--- config.mk ---
export PLATFORM = sky130hd
export DESIGN_NAME = led_status_sequencer_flat
export DESIGN_NICKNAME = d
export VERILOG_FILES = /design/src/rtl/astro_led_pkg.sv /design/src/rtl/led_status_sequencer_if.sv /design/src/rtl/led_timer.sv /design/src/rtl/led_status_sequencer.sv /design/src/flat_wrapper.sv
export SDC_FILE = /design/constraint.sdc
export NUM_CORES = 1
export LEC_CHECK = 0
export BUFFER_PORTS_ARGS = -buffer_cell sky130_fd_sc_hd__buf_4
export CAP_MARGIN = 20
export CORE_MARGIN = 2
export CORE_UTILIZATION = 45
export CTS_BUF_LIST = sky130_fd_sc_hd__clkbuf_16
export CTS_CLUSTER_DIAMETER = 80
export DETAILED_ROUTE_END_ITERATION = 6
export SYNTH_ARGS = -nofsm -noshare
export SYNTH_HDL_FRONTEND = slang
export SYNTH_SLANG_ARGS = --single-unit
--- constraint.sdc ---
create_clock -name clk_50M -period 2.79 [get_ports clk_50M]
set_input_delay 0.1395 -clock clk_50M [delete_from_list [all_inputs] [get_ports clk_50M]]
set_output_delay 0.1395 -clock clk_50M [all_outputs]
set_load 0.02 [all_outputs]
--- src/rtl/astro_led_pkg.sv ---
// Shared types and constants for the LED status sequencer: FSM states, colour codes
// and the default terminal-node threshold.
package astro_led_pkg;

    localparam int unsigned NODE_W           = 8;
    localparam int unsigned END_NODE_DEFAULT = 11;

    typedef enum logic [2:0] {
        IDLE,
        SHOW_FAULT,
        SHOW_NODE_OK,
        SHOW_NODE_END,
        DONE
    } led_state_e;

    typedef enum logic [1:0] {
        OFF,
        RED,
        GREEN,
        BLUE
    } colour_e;

    // One RGB LED drive, active-high
    typedef struct packed {
        logic r;
        logic g;
        logic b;
    } rgb_t;

endpackage

--- src/rtl/led_status_sequencer_if.sv ---
// Event inputs and LED/busy outputs of the status sequencer.
interface led_status_sequencer_if;
    import astro_led_pkg::*;

    logic              fault_detect;
    logic              node_flag;
    logic [NODE_W-1:0] node;
    logic              run_done;
    logic              led1_R1, led1_G1, led1_B1;
    logic              led2_R2, led2_G2, led2_B2;
    logic              led3_R3, led3_G3, led3_B3;
    logic              busy;

    modport master (
        output fault_detect, node_flag, node, run_done,
        input  led1_R1, led1_G1, led1_B1,
        input  led2_R2, led2_G2, led2_B2,
        input  led3_R3, led3_G3, led3_B3,
        input  busy
    );

    modport slave (
        input  fault_detect, node_flag, node, run_done,
        output led1_R1, led1_G1, led1_B1,
        output led2_R2, led2_G2, led2_B2,
        output led3_R3, led3_G3, led3_B3,
        output busy
    );

endinterface

--- src/rtl/led_timer.sv ---
// Display hold counter and fault blink generator; both restart on load.
module led_timer #(
    parameter int unsigned HOLD_CYCLES = 50_000_000,
    parameter int unsigned BLINK_HALF  = 12_500_000
) (
    input  logic clk,
    input  logic rst_n,
    input  logic load,
    output logic zero_c,
    output logic blink_next_c
);

    localparam int unsigned HOLD_W  = (HOLD_CYCLES > 2) ? $clog2(HOLD_CYCLES) : 1;
    localparam int unsigned BLINK_W = (BLINK_HALF > 2) ? $clog2(BLINK_HALF) : 1;

    logic [HOLD_W-1:0]  hold_cnt, hold_next;
    logic [BLINK_W-1:0] blink_cnt, blink_cnt_next;
    logic               blink;

    assign zero_c = (hold_cnt == '0);

    // Hold saturates at zero; blink phase flips each time its counter wraps
    always_comb begin
        hold_next      = hold_cnt;
        blink_cnt_next = blink_cnt;
        blink_next_c   = blink;
        if (load) begin
            hold_next      = HOLD_W'(HOLD_CYCLES - 1);
            blink_cnt_next = BLINK_W'(BLINK_HALF - 1);
            blink_next_c   = 1'b1;
        end else begin
            if (hold_cnt != '0) begin
                hold_next = hold_cnt - HOLD_W'(1);
            end
            if (blink_cnt == '0) begin
                blink_cnt_next = BLINK_W'(BLINK_HALF - 1);
                blink_next_c   = ~blink;
            end else begin
                blink_cnt_next = blink_cnt - BLINK_W'(1);
            end
        end
    end

    always_ff @(posedge clk or negedge rst_n) begin
        if (!rst_n) begin
            hold_cnt  <= '0;
            blink_cnt <= '0;
            blink     <= 1'b0;
        end else begin
            hold_cnt  <= hold_next;
            blink_cnt <= blink_cnt_next;
            blink     <= blink_next_c;
        end
    end

endmodule

--- src/rtl/led_status_sequencer.sv ---
// Shows fault / node / run-complete events on three RGB LEDs, one timed display at a
// time, with fixed-priority arbitration of pending events and fault preemption.
module led_status_sequencer
    import astro_led_pkg::*;
#(
    parameter int unsigned HOLD_CYCLES = 50_000_000,
    parameter int unsigned BLINK_HALF  = 12_500_000,
    parameter int unsigned END_NODE    = END_NODE_DEFAULT
) (
    input logic                   clk_50M,
    input logic                   rst_n,
    led_status_sequencer_if.slave bus
);

    led_state_e        state, state_next;
    logic              armed;
    logic              fault_q, node_flag_q, run_done_q;
    logic              pend_fault, pend_done, pend_node;
    logic [NODE_W-1:0] node_q;
    logic              edge_fault, edge_node, edge_done;
    logic              grant_fault, grant_done, grant_node;
    logic              load, pick, node_end;
    logic              zero_c, blink_next_c;
    colour_e           colour;
    rgb_t              rgb_c, rgb_q;
    logic              busy_q;

    // Edges are suppressed on the first cycle after reset so held inputs are ignored
    assign edge_fault = armed & bus.fault_detect & ~fault_q;
    assign edge_node  = armed & bus.node_flag & ~node_flag_q;
    assign edge_done  = armed & bus.run_done & ~run_done_q;
    assign node_end   = (node_q >= NODE_W'(END_NODE));

    led_timer #(
        .HOLD_CYCLES (HOLD_CYCLES),
        .BLINK_HALF  (BLINK_HALF)
    ) u_timer (
        .clk          (clk_50M),
        .rst_n        (rst_n),
        .load         (load),
        .zero_c       (zero_c),
        .blink_next_c (blink_next_c)
    );

    always_ff @(posedge clk_50M or negedge rst_n) begin
        if (!rst_n) begin
            state <= IDLE;
        end else begin
            state <= state_next;
        end
    end

    // Next state: fault preempts any show; otherwise arbitrate when idle or a hold ends
    always_comb begin
        state_next  = state;
        load        = 1'b0;
        pick        = 1'b0;
        grant_fault = 1'b0;
        grant_done  = 1'b0;
        grant_node  = 1'b0;
        unique case (state)
            IDLE: pick = 1'b1;
            SHOW_FAULT: begin
                if (edge_fault) load = 1'b1;
                else            pick = zero_c;
            end
            SHOW_NODE_OK, SHOW_NODE_END: begin
                if (edge_fault) begin
                    state_next = SHOW_FAULT;
                    load       = 1'b1;
                end else begin
                    pick = zero_c;
                end
            end
            DONE:    state_next = DONE;
            default: state_next = IDLE;
        endcase
        if (pick) begin
            if (pend_fault) begin
                state_next  = SHOW_FAULT;
                load        = 1'b1;
                grant_fault = 1'b1;
            end else if (pend_done) begin
                state_next = DONE;
                grant_done = 1'b1;
            end else if (pend_node) begin
                state_next = node_end ? SHOW_NODE_END : SHOW_NODE_OK;
                load       = 1'b1;
                grant_node = 1'b1;
            end else begin
                state_next = IDLE;
            end
        end
    end

    // Colour of the upcoming cycle, mapped onto one LED's R/G/B pins
    always_comb begin
        colour = OFF;
        case (state_next)
            SHOW_FAULT:          colour = blink_next_c ? BLUE : OFF;
            SHOW_NODE_OK:        colour = RED;
            SHOW_NODE_END, DONE: colour = GREEN;
            default:             colour = OFF;
        endcase
        rgb_c   = '0;
        rgb_c.r = (colour == RED);
        rgb_c.g = (colour == GREEN);
        rgb_c.b = (colour == BLUE);
    end

    always_ff @(posedge clk_50M or negedge rst_n) begin
        if (!rst_n) begin
            armed       <= 1'b0;
            fault_q     <= 1'b0;
            node_flag_q <= 1'b0;
            run_done_q  <= 1'b0;
            pend_fault  <= 1'b0;
            pend_done   <= 1'b0;
            pend_node   <= 1'b0;
            node_q      <= '0;
            rgb_q       <= '0;
            busy_q      <= 1'b0;
        end else begin
            armed       <= 1'b1;
            fault_q     <= bus.fault_detect;
            node_flag_q <= bus.node_flag;
            run_done_q  <= bus.run_done;
            // A fault edge during a show is consumed there as preempt/restart
            pend_fault  <= (pend_fault | (edge_fault & (state == IDLE))) & ~grant_fault;
            pend_done   <= (pend_done | (edge_done & (state != DONE))) & ~grant_done;
            pend_node   <= (pend_node | (edge_node & (state != DONE))) & ~grant_node;
            if (edge_node && (state != DONE)) begin
                node_q <= bus.node;
            end
            rgb_q  <= rgb_c;
            busy_q <= (state_next != IDLE);
        end
    end

    assign bus.led1_R1 = rgb_q.r;
    assign bus.led1_G1 = rgb_q.g;
    assign bus.led1_B1 = rgb_q.b;
    assign bus.led2_R2 = rgb_q.r;
    assign bus.led2_G2 = rgb_q.g;
    assign bus.led2_B2 = rgb_q.b;
    assign bus.led3_R3 = rgb_q.r;
    assign bus.led3_G3 = rgb_q.g;
    assign bus.led3_B3 = rgb_q.b;
    assign bus.busy    = busy_q;

endmodule

--- src/flat_wrapper.sv ---
// flat-port wrapper written by rule: the top's interface ports become plain ports
module led_status_sequencer_flat import astro_led_pkg::*;
#(
    parameter int unsigned HOLD_CYCLES = 50_000_000,
    parameter int unsigned BLINK_HALF  = 12_500_000,
    parameter int unsigned END_NODE    = END_NODE_DEFAULT
)
  (clk_50M, rst_n, bus_fault_detect, bus_node_flag, bus_node, bus_run_done, bus_led1_R1, bus_led1_G1, bus_led1_B1, bus_led2_R2, bus_led2_G2, bus_led2_B2, bus_led3_R3, bus_led3_G3, bus_led3_B3, bus_busy);
  led_status_sequencer_if bus_i ();
  input logic clk_50M;
  input logic rst_n;
  input wire logic [$bits(bus_i.fault_detect)-1:0] bus_fault_detect;
  input wire logic [$bits(bus_i.node_flag)-1:0] bus_node_flag;
  input wire logic [$bits(bus_i.node)-1:0] bus_node;
  input wire logic [$bits(bus_i.run_done)-1:0] bus_run_done;
  output wire logic [$bits(bus_i.led1_R1)-1:0] bus_led1_R1;
  output wire logic [$bits(bus_i.led1_G1)-1:0] bus_led1_G1;
  output wire logic [$bits(bus_i.led1_B1)-1:0] bus_led1_B1;
  output wire logic [$bits(bus_i.led2_R2)-1:0] bus_led2_R2;
  output wire logic [$bits(bus_i.led2_G2)-1:0] bus_led2_G2;
  output wire logic [$bits(bus_i.led2_B2)-1:0] bus_led2_B2;
  output wire logic [$bits(bus_i.led3_R3)-1:0] bus_led3_R3;
  output wire logic [$bits(bus_i.led3_G3)-1:0] bus_led3_G3;
  output wire logic [$bits(bus_i.led3_B3)-1:0] bus_led3_B3;
  output wire logic [$bits(bus_i.busy)-1:0] bus_busy;
  assign bus_i.fault_detect = bus_fault_detect;
  assign bus_i.node_flag = bus_node_flag;
  assign bus_i.node = bus_node;
  assign bus_i.run_done = bus_run_done;
  assign bus_led1_R1 = bus_i.led1_R1;
  assign bus_led1_G1 = bus_i.led1_G1;
  assign bus_led1_B1 = bus_i.led1_B1;
  assign bus_led2_R2 = bus_i.led2_R2;
  assign bus_led2_G2 = bus_i.led2_G2;
  assign bus_led2_B2 = bus_i.led2_B2;
  assign bus_led3_R3 = bus_i.led3_R3;
  assign bus_led3_G3 = bus_i.led3_G3;
  assign bus_led3_B3 = bus_i.led3_B3;
  assign bus_busy = bus_i.busy;
  led_status_sequencer #(.HOLD_CYCLES(HOLD_CYCLES), .BLINK_HALF(BLINK_HALF), .END_NODE(END_NODE)) u_core (.clk_50M(clk_50M), .rst_n(rst_n), .bus(bus_i));
endmodule
# [Yosys cells after proc, flatten, opt, wreduce, memory -nomap -nowiden]
# Index checks and enable logic that the tools add are counted.
[totals] in_bits=13 reg_bits=73 out_inout_bits=10
[op_classes] order_cmp=1 add_sub_neg=2 n_reduce_logical=11 n_eq_ne=12 mux=32 bitwise=22
[op_table] cell="$mux W26" count=2
[op_table] cell="$mux W24" count=2
[op_table] cell="$logic_not A26 Y1" count=1
[op_table] cell="$reduce_bool A26 Y1" count=1
[op_table] cell="$sub A26 B1 Y26 const B" count=1
[op_table] cell="$logic_not A24 Y1" count=1
[op_table] cell="$sub A24 B1 Y24 const B" count=1
[op_table] cell="$mux W1" count=19
[op_table] cell="$mux W3" count=5
[op_table] cell="$and A1 B1 Y1" count=12
[op_table] cell="$eq A3 B2 Y1 const B" count=4
[op_table] cell="$pmux W3 S3" count=1
[op_table] cell="$ge A8 B4 Y1 const B" count=1
[op_table] cell="$not A1 Y1" count=7
[op_table] cell="$eq A3 B1 Y1 const B" count=2
[op_table] cell="$eq A3 B3 Y1 const B" count=2
[op_table] cell="$pmux W2 S3" count=1
[op_table] cell="$reduce_or A2 Y1" count=3
[op_table] cell="$eq A2 B2 Y1 const B" count=2
[op_table] cell="$logic_not A3 Y1" count=1
[op_table] cell="$ne A3 B3 Y1 const B" count=1
[op_table] cell="$or A1 B1 Y1" count=3
[op_table] cell="$reduce_bool A3 Y1" count=1
[op_table] cell="$reduce_or A3 Y1" count=1
[op_table] cell="5 further kinds" count=5

# [Logic depth before layout (Yosys ltp)]
[depth] word_depth=12 depth_mapped=9 mapped_depth_nobuf=9

# [Cells and area by module]
# Synthesis repeated with hierarchy kept, for this count alone.
[hier_totals] hier_cells=349 area_unflattened_um2=3661.0
[modules_own_cells] module="led_timer" seq_area_each_um2=1276.2 area_per_inst_um2=2642.5 n_inst=1 cells_each=264
[modules_own_cells] module="led_status_sequencer" seq_area_each_um2=550.5 area_per_inst_um2=1018.5 n_inst=1 cells_each=85

# [Worst setup path before layout]
# No wires, ideal clock.
[synth_timing] path_kind="flip-flop to flip-flop" from="register u_core.u_timer.hold_cnt[15]" to="register u_core.u_timer.blink_cnt[14]" path_slack_ns=0.479 stages_incl_launch_ff=8 synth_period_minus_slack_ns=2.311 t_arrival_ns=2.191 cell_sequence="dfrtp_1 -> or4_1 -> nor4_4 -> nand2_2 -> a221oi_4 -> or2_1 -> buf_2 -> nor2_1"
[synth_via] elab_chain_len=5
[synth_rtl] item="from (decl)" line_no="led_timer.sv:16" source="logic [HOLD_W-1:0] hold_cnt, hold_next;"
[synth_rtl] item="from (signal assigned)" line_no="led_timer.sv:50" source="hold_cnt <= hold_next;"
[synth_rtl] item="$logic_not A26 Y1" line_no="led_timer.sv:20" source="assign zero_c = (hold_cnt == '0);"
[synth_rtl] item="$mux W1" line_no="led_status_sequencer.sv:64, led_status_sequencer.sv:68"
[synth_rtl] item="$pmux W1 S2" line_no="led_status_sequencer.sv:61" source="unique case (state)"
[synth_rtl] item="$mux W1" line_no="led_status_sequencer.sv:78" source="if (pick) begin"
[synth_rtl] item="$mux W24" line_no="led_timer.sv:27" source="if (load) begin"
[synth_rtl] item="named net u_core.u_timer.blink_cnt_next[14]" line_no="led_timer.sv:17" source="logic [BLINK_W-1:0] blink_cnt, blink_cnt_next;"
[synth_rtl] item="to (signal assigned)" line_no="led_timer.sv:51" source="blink_cnt <= blink_cnt_next;"
[synth_rtl] item="to (decl)" line_no="led_timer.sv:17"
# The timed path passes the listed nets, and every way through them passes these cells.
# A chain may end at the register's enable or synchronous reset.

# [Worst setup path in the final report]
[layout_timing] from="register u_core.u_timer.blink_cnt[18]" to="register u_core.u_timer.blink_cnt[5]"
[layout_via] elab_chain_len=3
[layout_rtl] item="$logic_not A24 Y1" line_no="led_timer.sv:35" source="if (blink_cnt == '0) begin"
[layout_rtl] item="$mux W24" line_no="led_timer.sv:35"
[layout_rtl] item="$mux W24" line_no="led_timer.sv:27"
[layout_rtl] item="named net u_core.u_timer.blink_cnt_next[5]" line_no="led_timer.sv:17"
# The timed path passes the listed nets, and every way through them passes these cells.

==> summary.md <==
| Metric | Value |
|---|---|
| CP max stage delay | between 0.5 and 0.6 ns |
| Average wire length per cell after detail routing | approximately 13 um |
| Placed cell area | around 3800 um2 |
| Buffers plus inverters on the worst setup path | 0 |
| Maximum vdd drop | roughly 0.43 mV |
| Setup Total Neg Slack | 0 ns |
| Share of cells above drive strength 1 | 0.166 |
| DP HPWL | 4300 um |
| Clk slew on worst S/H paths | 0.06 ns |
| Ordered cell list for the critical path | or4_1, or3_1, or3_4, nor3_4, or2_1, nor2_1 |
| Transition time at the pin with the least slew margin | a little over 0.9 ns |
| Number of buffers added on ports | 22 |
| Clock Root Buffer | sky130_fd_sc_hd__clkbuf_16 |
| Post-synth ARST share | 1.00 |
| Post-synthesis instance area | about 3500 um2 |
| Sequential-to-total area share from yosys stat | 0.523 |
| Number of antenna violations at the first check in global routing | 0 |
| Post-layout instance area | slightly above 4000 um2 |
| Worst setup path class | flop to flop |
| Net count of the mapped netlist | between 300 and 400 |
| Class of the tightest hold or removal check | primary input to flop |
| Final cycle utilization of the critical path | 0.877 |
| Status | finished, final reports clean |
| Leak Pwr | around 0.0017 uW |
| Leading cell type in the layout, fill and taps excluded | sky130_fd_sc_hd__dfrtp_1 |
| Headroom to the max-slew limit | 0.385 |
| # fillers | about 690 |
| Row cnt | 32 |
| Number of standard cells after synthesis | approximately 340 |
| Number of global-route vias before repair | 2,433 |
| Mean post-synth cell area | roughly 10 um2 |
| Number of nets with antenna violations after detailed routing | 0 |
| Data required time of the worst path | 3.00 ns |
| Commonest cells after routing, fill and taps aside | sky130_fd_sc_hd__dfrtp_1, sky130_fd_sc_hd__nand2_1, sky130_fd_sc_hd__nor2_1, sky130_fd_sc_hd__xnor2_1, sky130_fd_sc_hd__buf_4 |
| Crit path time final | about 2.4 ns |
| Deepest clock path buffer count | 2 |
| Number of violations reported at the end of detailed-routing iteration 0 | 99 |
| Post-Route Skew | ~0.0088 ns |
| TritonCTS clock tree | yes |
| Finish-stage setup viols | 0 |
| Max Freq | ~0.4 GHz |
| Remaining Overflow, GRT | 0 |
| Worst Path Arrival | between 2 and 3 ns |
| Master of the slowest instance on the critical path | sky130_fd_sc_hd__or4_1 |
| Final core utilization | 0.539 |
| Max-cap check violation count | 0 |
| Area used by sequential logic in the layout | between 1500 and 2000 um2 |
| Highest net fanout along the worst path | 8 |
| Pin count of the biggest net entering global routing | between 70 and 80 |
| Register bit count reported by yosys | 73 |
| Clock network latency to the later pin of the worst-skew pair | between 0.3 and 0.4 ns |
| Overall die width | slightly above 90 um |
| Die area | 8490 um2 |
| Routed wire length | 6450 um |
| Combined area of the multi-input logic cells | between 1500 and 2000 um2 |
| Wire length of the first global-routing pass | between 10,000 and 15,000 um |
| Top-level port count | 23 |
| Number of antenna diodes | 0 |
| Total power density per cell area | 675 nW/um2 |
| Die H | a little over 90 um |
| Core footprint | ~7600 um2 |
| DR pass1 iterations | 4 |
| Number of instances resized during post-cts repair | 0 |
| Num CTS Buffers | 9 |
| All-Layer GR Usage | 0.175 |
| Area growth syn-to-layout | 17.4% |
| Initial cell density of the core | 0.459 |
| Post-synth EDFFs | 0 |
| Weighted congestion at the end of routability-driven global placement | between 0.7 and 0.8 |
| CTS sink cnt | 73 |
| Critical path launch point type | flop |
| Count of pins over their slew limit | 0 |
| Final net count | slightly below 400 |
| Synth warnings | 0 |
| Number of vias per cell | 5.03 |
| Number of buffers added for setup after CTS | 0 |
| Count of vias placed by the detailed router | 2,419 |
| Unrepaired setup endpoints after global routing | false |
| Dominant synthesized flop cell | sky130_fd_sc_hd__dfrtp_1 |
| Count of unique library cells instantiated by Yosys | 49 |
| Number of remaining DRC errors | 0 |
| Endpoints failing hold | 0 |
| Crit path capture type | flop |
| Number of levels in the clock H-tree | 3 |
| Delay-heaviest family, CP | simple AND/OR/NAND/NOR gates |
[flip-flops by register name, indices dropped and copies added, names as in the netlist]
signal,flops
u_core.node_flag_q,1
u_core.bus.led1_G1,1
u_core.state,3
u_core.u_timer.hold_cnt,26
u_core.node_q,8
u_core.run_done_q,1
u_core.pend_done,1
u_core.u_timer.blink,1
u_core.bus.led1_R1,1
u_core.armed,1
u_core.bus.led1_B1,1
u_core.pend_fault,1
u_core.pend_node,1
u_core.u_timer.blink_cnt,24
u_core.fault_q,1
u_core.bus.busy,1
[worst register-to-register path, stage by stage, from the launching register on]
cell and delay [ns]:
sky130_fd_sc_hd__dfrtp_1 0.41, sky130_fd_sc_hd__or4_1 0.56, sky130_fd_sc_hd__or3_1 0.35, sky130_fd_sc_hd__or3_4 0.39, sky130_fd_sc_hd__nor3_4 0.24, sky130_fd_sc_hd__or2_1 0.28
sky130_fd_sc_hd__nor2_1 0.09
[layer usage]
metal  up-vias  wire (um)  global-route usage
met4         0         80              0.0672
met3         6        192              0.0477
met1      1148       3290               0.252
met2        34       2890               0.251
li1       1231          -                   -
met5         -          0                   0
[layout make-up]
class / instances / share of cell area
clock buffer: 9 / 0.0549
clock inverter: 7 / 0.0189
inverter: 9 / 0.00823
multi-input combinational: 248 / 0.379
sequential: 73 / 0.445
tap: 102 / 0.0311
timing repair buffer: 33 / 0.0628
[timing repair]
item / in CTS / in global routing
hold buffers: 4 / 0
setup endpoints to repair: 0 / 0
hold endpoints to repair: 76 / 0
[logic make-up after synthesis]
kind of cell,after synthesis,share of synthesized area
XOR/XNOR,40,0.100
AND/OR/NAND/NOR,164,0.238
adder cells (fa/ha/maj),4,0.0143
flip-flops,73,0.523
multiplexers,8,0.0258
other,1,0.00107
AO/OA/AOI/OAI,31,0.0659
buffers and inverters,23,0.0322
[metrics by stage]
step	setup WS [ns]	total power, uW	hold slack [ns]	instances
2_1_floorplan	0.479	1520	-0.156	344
4_1_cts	0.332	2810	0.0251	481
5_1_grt	0.132	2930	0.0313	481
3_5_place_dp	0.347	1630	0.262	461
6_report	0.342	2770	0.0384	481
3_3_place_gp	0.410	1620	0.259	461
[cells in the mapped netlist, drive strengths merged (6+ instances only)]
cell    number  area [um2]
dfrtp       73        1830
nand2       48         183
nor2        42         160
xnor2       30         263
nor3        15        86.3
nor4        11        83.8
or3         10        67.6
xor2        10        87.6
buf          9        60.1
inv          9        33.8
mux2         8        90.1
nand3        7        35.0
or4          7        52.6
nand2b       6        37.5
o21ai        6        30.0
[power breakdown]
part | internal [uW] | switching, uW
Clock | 701 | 457
Combinational | 157 | 183
Sequential | 1170 | 98.9
[path summary, 6_finish.rpt]
kind / from / to / slack (ns) / depth (start not counted)
max: u_core.u_timer.blink_cnt[18] / u_core.u_timer.blink_cnt[5] / 0.34 / 6
min: bus_node[3] / u_core.node_q[3] / 0.04 / 2
max reg2reg: u_core.u_timer.blink_cnt[18] / u_core.u_timer.blink_cnt[5] / 0.34 / 6
min reg2reg: u_core.u_timer.blink_cnt[0] / u_core.u_timer.blink_cnt[0] / 0.49 / 1
max in group asynchronous: rst_n / u_core.bus.busy / 1.70 / 2
min in group asynchronous: rst_n / u_core.u_timer.hold_cnt[16] / 0.46 / 2
Note: power is estimated with default switching activity, not from simulation.
